$ cat src/rtl/calc_display_ctrl_if.sv
// Operand/handshake bundle for calc_display_ctrl.
// The master drives operands and the go strobe; the slave returns busy, the result and overflow.
interface calc_display_ctrl_if #(
  parameter int WIDTH = 4
);
  logic [WIDTH-1:0]   a;
  logic [WIDTH-1:0]   b;
  logic [2:0]         opp;
  logic               go;
  logic               busy;
  logic [2*WIDTH-1:0] result_o;
  logic               ovf_o;

  modport master (output a, b, opp, go, input busy, result_o, ovf_o);
  modport slave  (input a, b, opp, go, output busy, result_o, ovf_o);
endinterface

$ cat src/rtl/calc_display_ctrl.sv
// Small ALU whose result is converted to BCD by sequential double dabble and shown on a
// multiplexed seven-segment display. Define CALC_SIGNED_SUB_EN to show a-b as a signed value.
module calc_display_ctrl #(
  parameter int WIDTH       = 4,
  parameter int DIGITS      = 4,
  parameter int REFRESH_DIV = 16
) (
  input  logic              clk,
  input  logic              rst,
  calc_display_ctrl_if.slave bus,
  output logic [DIGITS-1:0] sseg_a_o,
  output logic [6:0]        sseg_c_o
);
  localparam int RW   = 2 * WIDTH;
  localparam int NBCD = (RW * 30103) / 100000 + 1;
  localparam int PAD  = (NBCD > DIGITS) ? NBCD : DIGITS;
  localparam int CW   = $clog2(RW + 1);
  localparam logic [3:0] DASH = 4'hF;

  typedef enum logic [1:0] {IDLE, CALC, CONV, LOAD} state_e;

  state_e                 state_q;
  logic                   armed_q;
  logic                   busy_q;
  logic [WIDTH-1:0]       a_q;
  logic [WIDTH-1:0]       b_q;
  logic [2:0]             opp_q;
  logic [RW-1:0]          bin_q;
  logic [RW-1:0]          shift_q;
  logic [4*NBCD-1:0]      bcd_q;
  logic [CW-1:0]          cnt_q;
  logic [RW-1:0]          result_q;
  logic                   ovf_q;
  logic [3:0]             disp_q [DIGITS];
  logic [REFRESH_DIV-1:0] refresh_q;

  logic [RW-1:0]          aExt;
  logic [RW-1:0]          bExt;
  logic [RW-1:0]          alu;
  logic [RW-1:0]          aluMag;
  logic                   neg_q;
  logic [4*NBCD-1:0]      bcdAdj;
  logic [4*NBCD-1:0]      bcdNext;
  logic [4*PAD-1:0]       bcdPad;
  logic                   ovfNext;
  logic [3:0]             dispNext [DIGITS];
  logic [3:0]             scanIdx;
  logic [3:0]             shown;

  always_comb begin
    aExt = RW'(a_q);
    bExt = RW'(b_q);
    case (opp_q)
      3'b000:  alu = aExt + bExt;
      3'b001:  alu = aExt - bExt;
      3'b010:  alu = aExt * bExt;
      3'b011:  alu = aExt & bExt;
      3'b100:  alu = aExt | bExt;
      3'b101:  alu = aExt ^ bExt;
      3'b110:  alu = (aExt > bExt) ? aExt : bExt;
      default: alu = aExt;
    endcase
  end

`ifdef CALC_SIGNED_SUB_EN
  logic aluNeg;

  // Only subtraction is treated as signed; its magnitude feeds the BCD converter.
  assign aluNeg = (opp_q == 3'b001) && alu[RW-1];
  assign aluMag = aluNeg ? (RW'(0) - alu) : alu;

  always_ff @(posedge clk or posedge rst) begin
    if (rst) begin
      neg_q <= 1'b0;
    end else if (state_q == CALC) begin
      neg_q <= aluNeg;
    end
  end
`else
  assign aluMag = alu;
  assign neg_q  = 1'b0;
`endif

  // One double-dabble step: add 3 to every nibble >= 5, then shift in the next binary bit.
  always_comb begin
    bcdAdj = bcd_q;
    for (int i = 0; i < NBCD; i++) begin
      if (bcd_q[4*i +: 4] >= 4'd5) begin
        bcdAdj[4*i +: 4] = bcd_q[4*i +: 4] + 4'd3;
      end
    end
    bcdNext = (bcdAdj << 1) | {{(4*NBCD-1){1'b0}}, shift_q[RW-1]};
  end

  always_comb begin
    bcdPad = '0;
    bcdPad[4*NBCD-1:0] = bcd_q;
    ovfNext = 1'b0;
    for (int i = 0; i < PAD; i++) begin
      if ((i >= DIGITS || (neg_q && i >= DIGITS - 1)) && bcdPad[4*i +: 4] != 4'd0) begin
        ovfNext = 1'b1;
      end
    end
    for (int i = 0; i < DIGITS; i++) begin
      dispNext[i] = ovfNext ? DASH : bcdPad[4*i +: 4];
    end
    if (neg_q && !ovfNext) begin
      dispNext[DIGITS-1] = DASH;
    end
  end

  // Main sequencer; the visible result, overflow and digits only ever change together in LOAD.
  always_ff @(posedge clk or posedge rst) begin
    if (rst) begin
      state_q  <= IDLE;
      armed_q  <= 1'b0;
      busy_q   <= 1'b0;
      a_q      <= '0;
      b_q      <= '0;
      opp_q    <= '0;
      bin_q    <= '0;
      shift_q  <= '0;
      bcd_q    <= '0;
      cnt_q    <= '0;
      result_q <= '0;
      ovf_q    <= 1'b0;
      for (int i = 0; i < DIGITS; i++) begin
        disp_q[i] <= 4'd0;
      end
    end else begin
      armed_q <= 1'b1;
      case (state_q)
        IDLE: begin
          if (bus.go && armed_q) begin
            a_q     <= bus.a;
            b_q     <= bus.b;
            opp_q   <= bus.opp;
            busy_q  <= 1'b1;
            state_q <= CALC;
          end
        end
        CALC: begin
          bin_q   <= alu;
          shift_q <= aluMag;
          bcd_q   <= '0;
          cnt_q   <= '0;
          state_q <= CONV;
        end
        CONV: begin
          bcd_q   <= bcdNext;
          shift_q <= shift_q << 1;
          cnt_q   <= cnt_q + CW'(1);
          if (cnt_q == CW'(RW - 1)) begin
            state_q <= LOAD;
          end
        end
        LOAD: begin
          result_q <= bin_q;
          ovf_q    <= ovfNext;
          disp_q   <= dispNext;
          busy_q   <= 1'b0;
          state_q  <= IDLE;
        end
        default: state_q <= IDLE;
      endcase
    end
  end

  always_ff @(posedge clk or posedge rst) begin
    if (rst) begin
      refresh_q <= '0;
    end else begin
      refresh_q <= refresh_q + REFRESH_DIV'(1);
    end
  end

  // Scan position comes from the top three refresh bits folded onto the available digits.
  always_comb begin
    scanIdx  = {1'b0, refresh_q[REFRESH_DIV-1 -: 3]} % 4'(DIGITS);
    shown    = 4'd0;
    sseg_a_o = '1;
    for (int i = 0; i < DIGITS; i++) begin
      if (scanIdx == 4'(i)) begin
        shown       = disp_q[i];
        sseg_a_o[i] = 1'b0;
      end
    end
  end

  always_comb begin
    case (shown)
      4'd0:    sseg_c_o = 7'b1000000;
      4'd1:    sseg_c_o = 7'b1111001;
      4'd2:    sseg_c_o = 7'b0100100;
      4'd3:    sseg_c_o = 7'b0110000;
      4'd4:    sseg_c_o = 7'b0011001;
      4'd5:    sseg_c_o = 7'b0010010;
      4'd6:    sseg_c_o = 7'b0000010;
      4'd7:    sseg_c_o = 7'b1111000;
      4'd8:    sseg_c_o = 7'b0000000;
      4'd9:    sseg_c_o = 7'b0010000;
      DASH:    sseg_c_o = 7'b0111111;
      default: sseg_c_o = 7'b1111111;
    endcase
  end

  assign bus.busy     = busy_q;
  assign bus.result_o = result_q;
  assign bus.ovf_o    = ovf_q;
endmodule

$ cat src/flat_wrapper.sv
// flat-port wrapper written by rule: the top's interface ports become plain ports
module calc_display_ctrl_flat 
#(
  parameter int WIDTH       = 4,
  parameter int DIGITS      = 4,
  parameter int REFRESH_DIV = 16
)
  (clk, rst, sseg_a_o, sseg_c_o, bus_a, bus_b, bus_opp, bus_go, bus_busy, bus_result_o, bus_ovf_o);
  calc_display_ctrl_if #(.WIDTH(WIDTH)) bus_i ();
  input  logic clk;
  input  logic rst;
  output logic [DIGITS-1:0] sseg_a_o;
  output logic [6:0] sseg_c_o;
  input wire logic [$bits(bus_i.a)-1:0] bus_a;
  input wire logic [$bits(bus_i.b)-1:0] bus_b;
  input wire logic [$bits(bus_i.opp)-1:0] bus_opp;
  input wire logic [$bits(bus_i.go)-1:0] bus_go;
  output wire logic [$bits(bus_i.busy)-1:0] bus_busy;
  output wire logic [$bits(bus_i.result_o)-1:0] bus_result_o;
  output wire logic [$bits(bus_i.ovf_o)-1:0] bus_ovf_o;
  assign bus_i.a = bus_a;
  assign bus_i.b = bus_b;
  assign bus_i.opp = bus_opp;
  assign bus_i.go = bus_go;
  assign bus_busy = bus_i.busy;
  assign bus_result_o = bus_i.result_o;
  assign bus_ovf_o = bus_i.ovf_o;
  calc_display_ctrl #(.WIDTH(WIDTH), .DIGITS(DIGITS), .REFRESH_DIV(REFRESH_DIV)) u_core (.clk(clk), .rst(rst), .bus(bus_i), .sseg_a_o(sseg_a_o), .sseg_c_o(sseg_c_o));
endmodule
$ cat config.mk
export PLATFORM = sky130hd
export DESIGN_NAME = calc_display_ctrl_flat
export DESIGN_NICKNAME = d
export VERILOG_FILES = /design/src/rtl/calc_display_ctrl_if.sv /design/src/rtl/calc_display_ctrl.sv /design/src/flat_wrapper.sv
export SDC_FILE = /design/constraint.sdc
export NUM_CORES = 1
export LEC_CHECK = 0
export CAP_MARGIN = 20
export CORE_UTILIZATION = 25
export DETAILED_ROUTE_END_ITERATION = 8
export PLACE_DENSITY = 0.46
export SKIP_LAST_GASP = 1
export SLEW_MARGIN = 20
export SYNTH_ARGS = -nofsm -noshare
export SYNTH_HDL_FRONTEND = slang
export SYNTH_SLANG_ARGS = --single-unit
$ cat constraint.sdc
create_clock -name clk -period 6.5 [get_ports clk]
set_clock_uncertainty 0.15 [all_clocks]
set_input_delay 1.3 -clock clk [delete_from_list [all_inputs] [get_ports clk]]
set_output_delay 1.3 -clock clk [all_outputs]
set_load 0.005 [all_outputs]
-- Word-level counts from Yosys, hierarchy flattened
Memory sizes are Yosys's and may differ from the RTL's.
Cells that the tools add are included.
- flip-flop bits (word level): 83
- bits in latches: 0
- memory bits (writable): 0
- bits in read-only memories: 112
- input port bits: 14
- output and inout bits: 21
- memories: 1
- memory list (name ; depth ; width ; read ports ; clocked after Yosys merged registers in ; write ports ; line ; text):
    (no name shown) ; 16 ; 7 ; 1 ; 0 ; 0 ; calc_display_ctrl.sv:191 ; case (shown)
- add/subtract/negate cells: 7
- $mul: 1
- div/mod/pow operators: 0
- magnitude comparators: 4
- equality and inequality tests: 15
- shifts and indexed selects: 0
- muxes and demuxes: 21
- bitwise logic cells: 4
- reduce and logical (&&, ||, !) cells: 9
- operators by type and width (operator ; count):
    case mux 8 bit (7 select lines) ; 1
    two-way mux 4 bit ; 7
    case mux 12 bit (2 select lines) ; 1
    adder 16 x 1 -> 16 bit (second input constant) ; 1
    case mux 8 bit (2 select lines) ; 1
    greater-or-equal comparator 4 x 3 -> 1 bit (second input constant) ; 3
    OR 12 x 1 -> 12 bit ; 1
    equality test 3 bit (second input constant) ; 3
    adder 4 x 2 -> 4 bit (second input constant) ; 2
    equality test 2 bit (second input constant) ; 4
    multiplier 4 x 4 -> 8 bit ; 1
    case mux 2 bit (4 select lines) ; 1
    case mux 4 bit (2 select lines) ; 1
    equality test 3 x 2 -> 1 bit (second input constant) ; 2
    AND reduction 2 bit ; 3
    adder 4 x 4 -> 5 bit ; 1
    two-way mux 1 bit ; 5
    subtractor 4 x 4 -> 5 bit ; 1
    adder 4 x 1 -> 4 bit (second input constant) ; 1
    AND 4 bit ; 1
    equality test 2 x 1 -> 1 bit (second input constant) ; 2
    equality test 4 x 3 -> 1 bit (second input constant) ; 1
    greater-than comparator 4 bit ; 1
    zero test 4 bit ; 1
    other kinds (12) ; 15

-- Depth between registers and ports, before layout
Gate-level depths: netlist (run 1).
An unclocked memory read counts as a cell.
- depth after elaboration: 6
- depth in mapped cells: 13
- mapped depth without buffers: 13

-- Worst setup path before layout (run 1)
No wires, ideal clock.
- path type: reg-to-output
- from: register u_core.refresh_q[14]
- to: output port sseg_c_o[3]
- arrival: 1799 ps
- required time: 5050 ps
- setup slack: 3251 ps
- cell stages (with the launch flop): 9
- cells stage by stage: dfrtp_1 -> clkbuf_1 -> nor2b_1 -> o2bb2ai_1 -> inv_1 -> ha_1 -> nand2_1 -> o21ai_0 -> a21oi_1
- word-level cells in the longest chain between the ends: 6
- elaborated cells between the ends (all ways): 9
- classes of those cells: 3 x eq/ne; 4 x mux; 1 x reduce/logical; 1 x memory
- RTL lines (what ; line ; text):
    start: declaration ; calc_display_ctrl.sv:35 ; logic [REFRESH_DIV-1:0] refresh_q;
    start signal: assignment ; calc_display_ctrl.sv:173 ; refresh_q <= refresh_q + REFRESH_DIV'(1);
    zero test 4 bit ; calc_display_ctrl.sv:183 ; if (scanIdx == 4'(i)) begin
    two-way mux 4 bit (3 in a row) ; calc_display_ctrl.sv:183 ;
    two-way mux 4 bit (*) ; calc_display_ctrl.sv:183 ;
    memory read (16 x 7 bit) (*) ; - ;
    end: declaration ; flat_wrapper.sv:13 ; output logic [6:0] sseg_c_o;
Every way passes the cells marked *; elsewhere a longest branch is shown, timed or not.

-- Final worst setup path (run 1)
- from: register u_core.refresh_q[13]
- to: output port sseg_c_o[3]
The elaborated chain is that of the path after synthesis.

==> results of run 1 <==
cells by family (layout without fill, tap and decap cells):
logic type               count (synthesis)  in the layout  share of synthesized area [%]
flip-flops                              82             82                           41.8
adder cells (fa/ha/maj)                 49             49                           13.4
other                                    2              2                          0.153
AO/OA/AOI/OAI                          104            104                           13.7
AND/OR/NAND/NOR                        121            121                           11.8
buffers and inverters                   60             90                           4.96
multiplexers                            44             44                           10.1
XOR/XNOR                                23             23                           4.10
state kept, by name (all words and copies together), names as in the netlist:
name / flops
u_core.armed_q: 1
u_core.bus.result_o: 8
u_core.disp_q: 12
u_core.bus.busy: 1
u_core.bcd_q: 12
u_core.a_q: 4
u_core.shift_q: 8
u_core.opp_q: 3
u_core.bin_q: 8
u_core.refresh_q: 15
u_core.b_q: 4
u_core.state_q: 2
u_core.cnt_q: 4
worst max-delay path by stage:
stage	from	to
floorplan	rst	u_core.a_q[0]$_DFFE_PP0P_
global placement	u_core.refresh_q[13]$_DFF_PP0_	sseg_c_o[3]
detailed placement	u_core.refresh_q[13]$_DFF_PP0_	sseg_c_o[3]
CTS	u_core.refresh_q[13]$_DFF_PP0_	sseg_c_o[3]
global route	u_core.refresh_q[13]$_DFF_PP0_	sseg_c_o[3]
finish	u_core.refresh_q[13]$_DFF_PP0_	sseg_c_o[3]
routing by layer:
metal	up-vias	routed length, um	GRT usage (%)
met4	0	76	2.26
met1	1758	4960	14.0
li1	1731	-	-
met3	7	440	3.50
met2	53	5520	20.3
met5	-	0	0
power by group through the flow:
| stage | sequential, uW | clock (uW) | combinational [uW] |
|---|---|---|---|
| 2_1_floorplan | 737 | 0 | 1150 |
| 3_3_place_gp | 821 | 0 | 1470 |
| 3_5_place_dp | 825 | 0 | 1490 |
| 4_1_cts | 816 | 590 | 1500 |
| 5_1_grt | 838 | 614 | 1660 |
| 6_report | 812 | 571 | 1490 |
critical path, cell delays in order, from the launching register on:
cell and delay [ns]:
dfrtp_1 0.52, nor2b_1 0.36, o2bb2ai_1 0.30, inv_1 0.16, ha_1 0.33, nand2_1 0.08
o21ai_0 0.09, a21oi_1 0.19, clkdlybuf4s50_1 0.52
per-stage QoR:
stage,setup slack (ns),util (%),hold WS [ns]
after floorplan,2.94,-,0.286
after global placement,2.68,28.9,0.304
after detailed placement,2.55,28.9,0.310
after CTS,2.17,30.7,0.321
after global routing,1.88,30.7,0.357
final,2.16,30.7,0.321
cell type report:
cell class                      count  area [um^2]  area share [%]
Timing Repair Buffer               34          342            5.87
Inverter                           40          151            2.60
Multi-Input combinational cell    343         2620            45.0
Tap cell                          260          325            5.59
Sequential cell                    82         2050            35.2
Clock buffer                       10          239            4.10
Clock inverter                      6         93.8            1.61
placed cells by master (no fill, tap or decap), types with 3 or more instances in the layout:
cell             count
nand3_1             19
xor2_1               8
inv_1               39
clkbuf_16            9
nor2_1              32
a22o_1               4
inv_6                3
nor3_1               8
o21ai_0             22
and3_1               5
a21oi_1             33
ha_1                43
clkdlybuf4s50_1     33
a31oi_1              5
dfrtp_1             82
fa_1                 6
o22ai_1              9
nand2b_1             6
xnor2_1             15
mux2i_1             10
mux2_2              32
o2bb2ai_1            3
nand2_1             33
a22oi_1              3
==> metrics.csv, run 1 <==
stage;metric;value;unit
status;outcome;complete, no violations;
power_and_ir_drop;power.internal;1680;uW
drt;drtIter0Drc;154;
critical_path;end_kind;output pin;
sta;period_needed;4.34;ns
yosys;ys.flop_type;dfrtp_1;
clocking;holdBufCountCts;0;
yosys;synth_common_cells;dfrtp_1, ha_1, inv_1, a21oi_1, nand2_1;
cells_and_area;fill_cells;1963;
floorplanning;die-area;20200;um^2
floorplanning;rows;50;
sta;tightest_slew;1.04;ns
critical_path;r2r_start;u_core.a_q[1]$_DFFE_PP0P_;
hold_path;worstHoldEndpoint;u_core.refresh_q[12]$_DFF_PP0_;
sta;setup_tns;0;ns
yosys;syn_avg_cell_area;10.1;um^2
critical_path;cp_max_fo;10;
yosys;yosysMostFrequentCell;dfrtp_1;
sta;setup_viol_count_final;0;
clocking;cts_max_level;3;
yosys;syn_area;4910;um^2
clocking;cts_sinks;82;
yosys;ys_seq_elements;82;
clocking;clk_pin_slew_worst_paths;0.07;ns
clocking;cts_tree;yes;
yosys;synth-edff-count;0;
sta;finalHoldViolations;0;
hold_path;hold_class;flop to flop;
sta;fmax;230;MHz
drt;firstDrtPassIters;6;
yosys;synth.distinct_cells;61;
critical_path;critical_path_required;5.05;ns
place;placedInstanceArea;5490;um^2
floorplanning;die_w;142;um
critical_path;ff2ff_path_depth;11;
floorplanning;initial_core_util;25.9;%
critical_path;cp.arrival;2.89;ns
global_routing;grt.total_usage;11.6;%
cells_and_area;instances_no_fill;775;
power_and_ir_drop;combPwrFrac;51.8;%
cells_and_area;final_area;5820;um^2
clocking;cts_resized;0;
floorplanning;core_area;19000;um^2
power_and_ir_drop;max-vdd-ir-drop;0.254;mV
clocking;clockBufferDepth;2;
cells_and_area;fin_nets;573;
yosys;synth_top_area_share;41.8;%
run;cap_violations;0;
power_and_ir_drop;seqPwrFrac;28.3;%
sta;period_share;66.8;%
global_routing;grt_max_degree;83;
yosys;ys_async_sr_fraction;100;%
drt;vias_per_cell;4.58;
power_and_ir_drop;pwr-share-clk;19.9;%
place;dp.final_hpwl;7930;um
cells_and_area;antenna_cells;0;
global_routing;grt_pass1_vias;3488;
power_and_ir_drop;p_sw_share;41.6;%
clocking;clock_latency;0.35;ns
cells_and_area;drive_gt1_share;12.0;%
place;io_buffers;33;
drt;antenna_left;0;
power_and_ir_drop;p_switching;1190;uW
sta;slew_headroom;30.8;%
sta;rsz0062_at_grt;false;
hold_path;min_from;u_core.refresh_q[12]$_DFF_PP0_;
hold_path;whs_path_depth;1;
global_routing;grt_pass1_wl;18300;um
critical_path;worstSetupPathType;flop to output pin;
yosys;ys_warn_count;0;
global_routing;antenna_found_initial;0;
yosys;synth_nets;548;
yosys;syn_inst;485;
drt;drc_errors;0;
sta;slew_violations;0;
floorplanning;die_h;142;um
power_and_ir_drop;p_leak;0.00260;uW
global_routing;overflow;0;
place;dp.cells;759;
yosys;yosys-top-cells-area;dfrtp_1, ha_1, mux2_2, a21oi_1, inv_1;
cells_and_area;areaGrowthSynthToFinish;18.5;%
yosys;yosys.area.top_type;dfrtp_1;
power_and_ir_drop;finalPower;2870;uW
floorplanning;pin_count;35;
power_and_ir_drop;p_per_area;493;nW/um^2
clocking;cts_root_buffer;clkbuf_16;
critical_path;r2r_setup_slack;2.87;ns
drt;routedWlPerCell;14.2;um
critical_path;start_kind;flop;
clocking;cts_buffers;9;
drt;vias;3549;
yosys;ys_seq_area_share;41.8;%
place;gp_congestion;0.842;
critical_path;regToRegEndpoint;u_core.bin_q[7]$_DFFE_PP0N_;
drt;routed_wl;11000;um
clocking;post_cts_buffers;0;
Power figures use the tool's default switching activity.
==> inputs of run 2 (changes only) <==
- clock period: 6.5 -> 4.5 ns (I/O delays scaled with it)
==> metrics.csv, run 2 (synthesis results as in run 1) <==
stage;metric;value;unit;change
critical_path;cp_top_family;buffers and inverters;;
cells_and_area;areaGrowthSynthToFinish;17.9;%;
critical_path;slowest_stage;clkdlybuf4s50_1;;
drt;vias;3578;;+0.82%
power_and_ir_drop;p_leak;0.00260;uW;-0.25%
cells_and_area;fill_cells;1924;;-2.0%
sta;setup_viol_count_final;0;;unchanged
clocking;cts_buffers;9;;unchanged
critical_path;cp_max_fo;10;;unchanged
clocking;clock_latency;0.34;ns;about the same
floorplanning;die-area;20200;um^2;unchanged
global_routing;antenna_found_initial;0;;unchanged
sta;period_needed;3.89;ns;
sta;fin_ws;0.605;ns;-1.56 ns
run;cap_violations;0;;unchanged
cells_and_area;final_util;30.6;%;-0.13 points
critical_path;critical_path_required;3.45;ns;-1.60 ns
clocking;holdBufCountCts;0;;unchanged
cells_and_area;antenna_cells;0;;unchanged
critical_path;crit_path_start;u_core.refresh_q[13]$_DFF_PP0_;;
cells_and_area;drive_gt1_share;12.0;%;-0.023 points
place;dp.cells;760;;+0.13%
clocking;cts_tree;yes;;
critical_path;worstSetupPathType;flop to output pin;;
cells_and_area;fin_nets;574;;+0.17%
critical_path;path_depth;8;;unchanged
global_routing;grt_max_degree;44;;-47%
sta;setup_tns;0;ns;unchanged
clocking;clockBufferDepth;2;;unchanged
sta;period_share;86.6;%;
power_and_ir_drop;p_per_area;705;nW/um^2;+43%
floorplanning;core_area;19000;um^2;unchanged
global_routing;grt_pass1_wl;18200;um;-0.60%
drt;firstDrtPassIters;4;;-2
place;pre_cts_slack;0.958;ns;-1.60 ns
critical_path;cpPeakStageDelay;0.53;ns;about the same
drt;routed_wl;11000;um;about the same
clocking;post_cts_buffers;0;;unchanged
status;outcome;complete, no violations;;
drt;drc_errors;0;;unchanged
global_routing;grt_pass1_vias;3559;;+2.0%
global_routing;grt.total_usage;11.6;%;-0.043 points
sta;slew_violations;0;;unchanged
power_and_ir_drop;max-vdd-ir-drop;0.372;mV;+46%
hold_path;hold_class;flop to flop;;
clocking;cts_root_buffer;clkbuf_16;;
drt;antenna_left;0;;unchanged
critical_path;r2r_start;u_core.a_q[1]$_DFFE_PP0P_;;
critical_path;start_kind;flop;;
cells_and_area;final_cell_mix;dfrtp_1, ha_1, inv_1;;
drt;routedWlPerCell;14.2;um;-0.20%
floorplanning;initial_core_util;25.9;%;unchanged
floorplanning;die_h;142;um;unchanged
floorplanning;die_w;142;um;unchanged
floorplanning;pin_count;35;;unchanged
critical_path;r2r_setup_slack;0.95;ns;-1.92 ns
cells_and_area;largest_register;u_core.refresh_q;;
place;gp_congestion;0.864;;+2.6%
drt;drtIter0Drc;126;;-18%
sta;slew_headroom;33.8;%;+3.0 points
clocking;cts_resized;0;;unchanged
critical_path;crit_buf_inv;2;;unchanged
global_routing;overflow;0;;unchanged
cells_and_area;largestRegisters;u_core.refresh_q x15, u_core.bcd_q x12, u_core.disp_q x12;;
sta;tightest_slew;0.993;ns;-0.0444 ns
clocking;cts_max_level;3;;unchanged
clocking;cts_sinks;82;;unchanged
critical_path;end_kind;output pin;;
critical_path;ff2ff_path_depth;11;;unchanged
critical_path;crit_end;sseg_c_o[3];;
place;io_buffers;33;;unchanged
cells_and_area;final_common_cell;dfrtp_1;;
clocking;clk_pin_slew_worst_paths;0.06;ns;about the same
sta;finalHoldViolations;0;;unchanged
critical_path;crit_chain;nor2b_1, o2bb2ai_1, inv_1, ha_1, nand2_1, o21ai_0, a21oi_1, clkdlybuf4s50_1;;
sta;rsz0062_at_grt;false;;
critical_path;regToRegEndpoint;u_core.bin_q[7]$_DFFE_PP0N_;;
cells_and_area;largest_register_ffs;15;;unchanged
floorplanning;rows;50;;unchanged
place;dp.final_hpwl;8170;um;+3.1%
drt;vias_per_cell;4.61;;+0.69%
critical_path;cp.arrival;2.84;ns;-0.05 ns
sta;fmax;257;MHz;
cells_and_area;instances_no_fill;776;;+0.13%
==> run 2: changes by cell type in the layout (fill, tap and decap cells not counted), sizes merged <==
cell / change
clkbuf: +1
bufinv: -1
inv: -2
clkinv: +3
buf: +1
clkinvlp: -1
==> run 2: worst min-delay path by stage <==
stage                                           endpoint                           start  cells after the start  slack [ns]
after floorplan            u_core.refresh_q[0]$_DFF_PP0_   u_core.refresh_q[0]$_DFF_PP0_                      1        0.29
after global placement    u_core.refresh_q[12]$_DFF_PP0_  u_core.refresh_q[12]$_DFF_PP0_                      1        0.30
after detailed placement  u_core.refresh_q[12]$_DFF_PP0_  u_core.refresh_q[12]$_DFF_PP0_                      1        0.31
after CTS                  u_core.refresh_q[9]$_DFF_PP0_   u_core.refresh_q[9]$_DFF_PP0_                      1        0.32
after global routing       u_core.refresh_q[9]$_DFF_PP0_   u_core.refresh_q[9]$_DFF_PP0_                      1        0.33
final                      u_core.refresh_q[9]$_DFF_PP0_   u_core.refresh_q[9]$_DFF_PP0_                      1        0.31
==> run 2: metal layers <==
layer	track usage [%]	share of wire [%]	vias to the layer above
met1	13.7	45	1755
met4	3.40	1.7	0
met2	20.0	49	69
met5	0	0	-
li1	-	-	1740
met3	3.57	4.5	14
==> run 2: layout make-up <==
class | count | area (um^2) | area share (%)
clock buffers | 11 | 243 | 4.19
clock inverters | 5 | 61.3 | 1.06
inverters | 40 | 151 | 2.61
multi-input cells | 343 | 2620 | 45.2
flip-flops and latches | 82 | 2050 | 35.4
well taps | 260 | 325 | 5.61
repair buffers | 35 | 345 | 5.96
==> run 2: per-stage QoR <==
step / cell area (um^2) / hold slack (ns) / total power (uW)
floorplan: 4910 / 0.286 / 2730
global placement: 5490 / 0.303 / 3310
detailed placement: 5490 / 0.305 / 3350
CTS: 5800 / 0.325 / 4130
global route: 5800 / 0.330 / 4430
finish: 5800 / 0.315 / 4090
==> run 2: report_power, final <==
| group | total (uW) | internal, uW | switching, uW |
|---|---|---|---|
| logic | 2170 | 979 | 1190 |
| clock network | 750 | 448 | 302 |
| registers | 1170 | 939 | 227 |
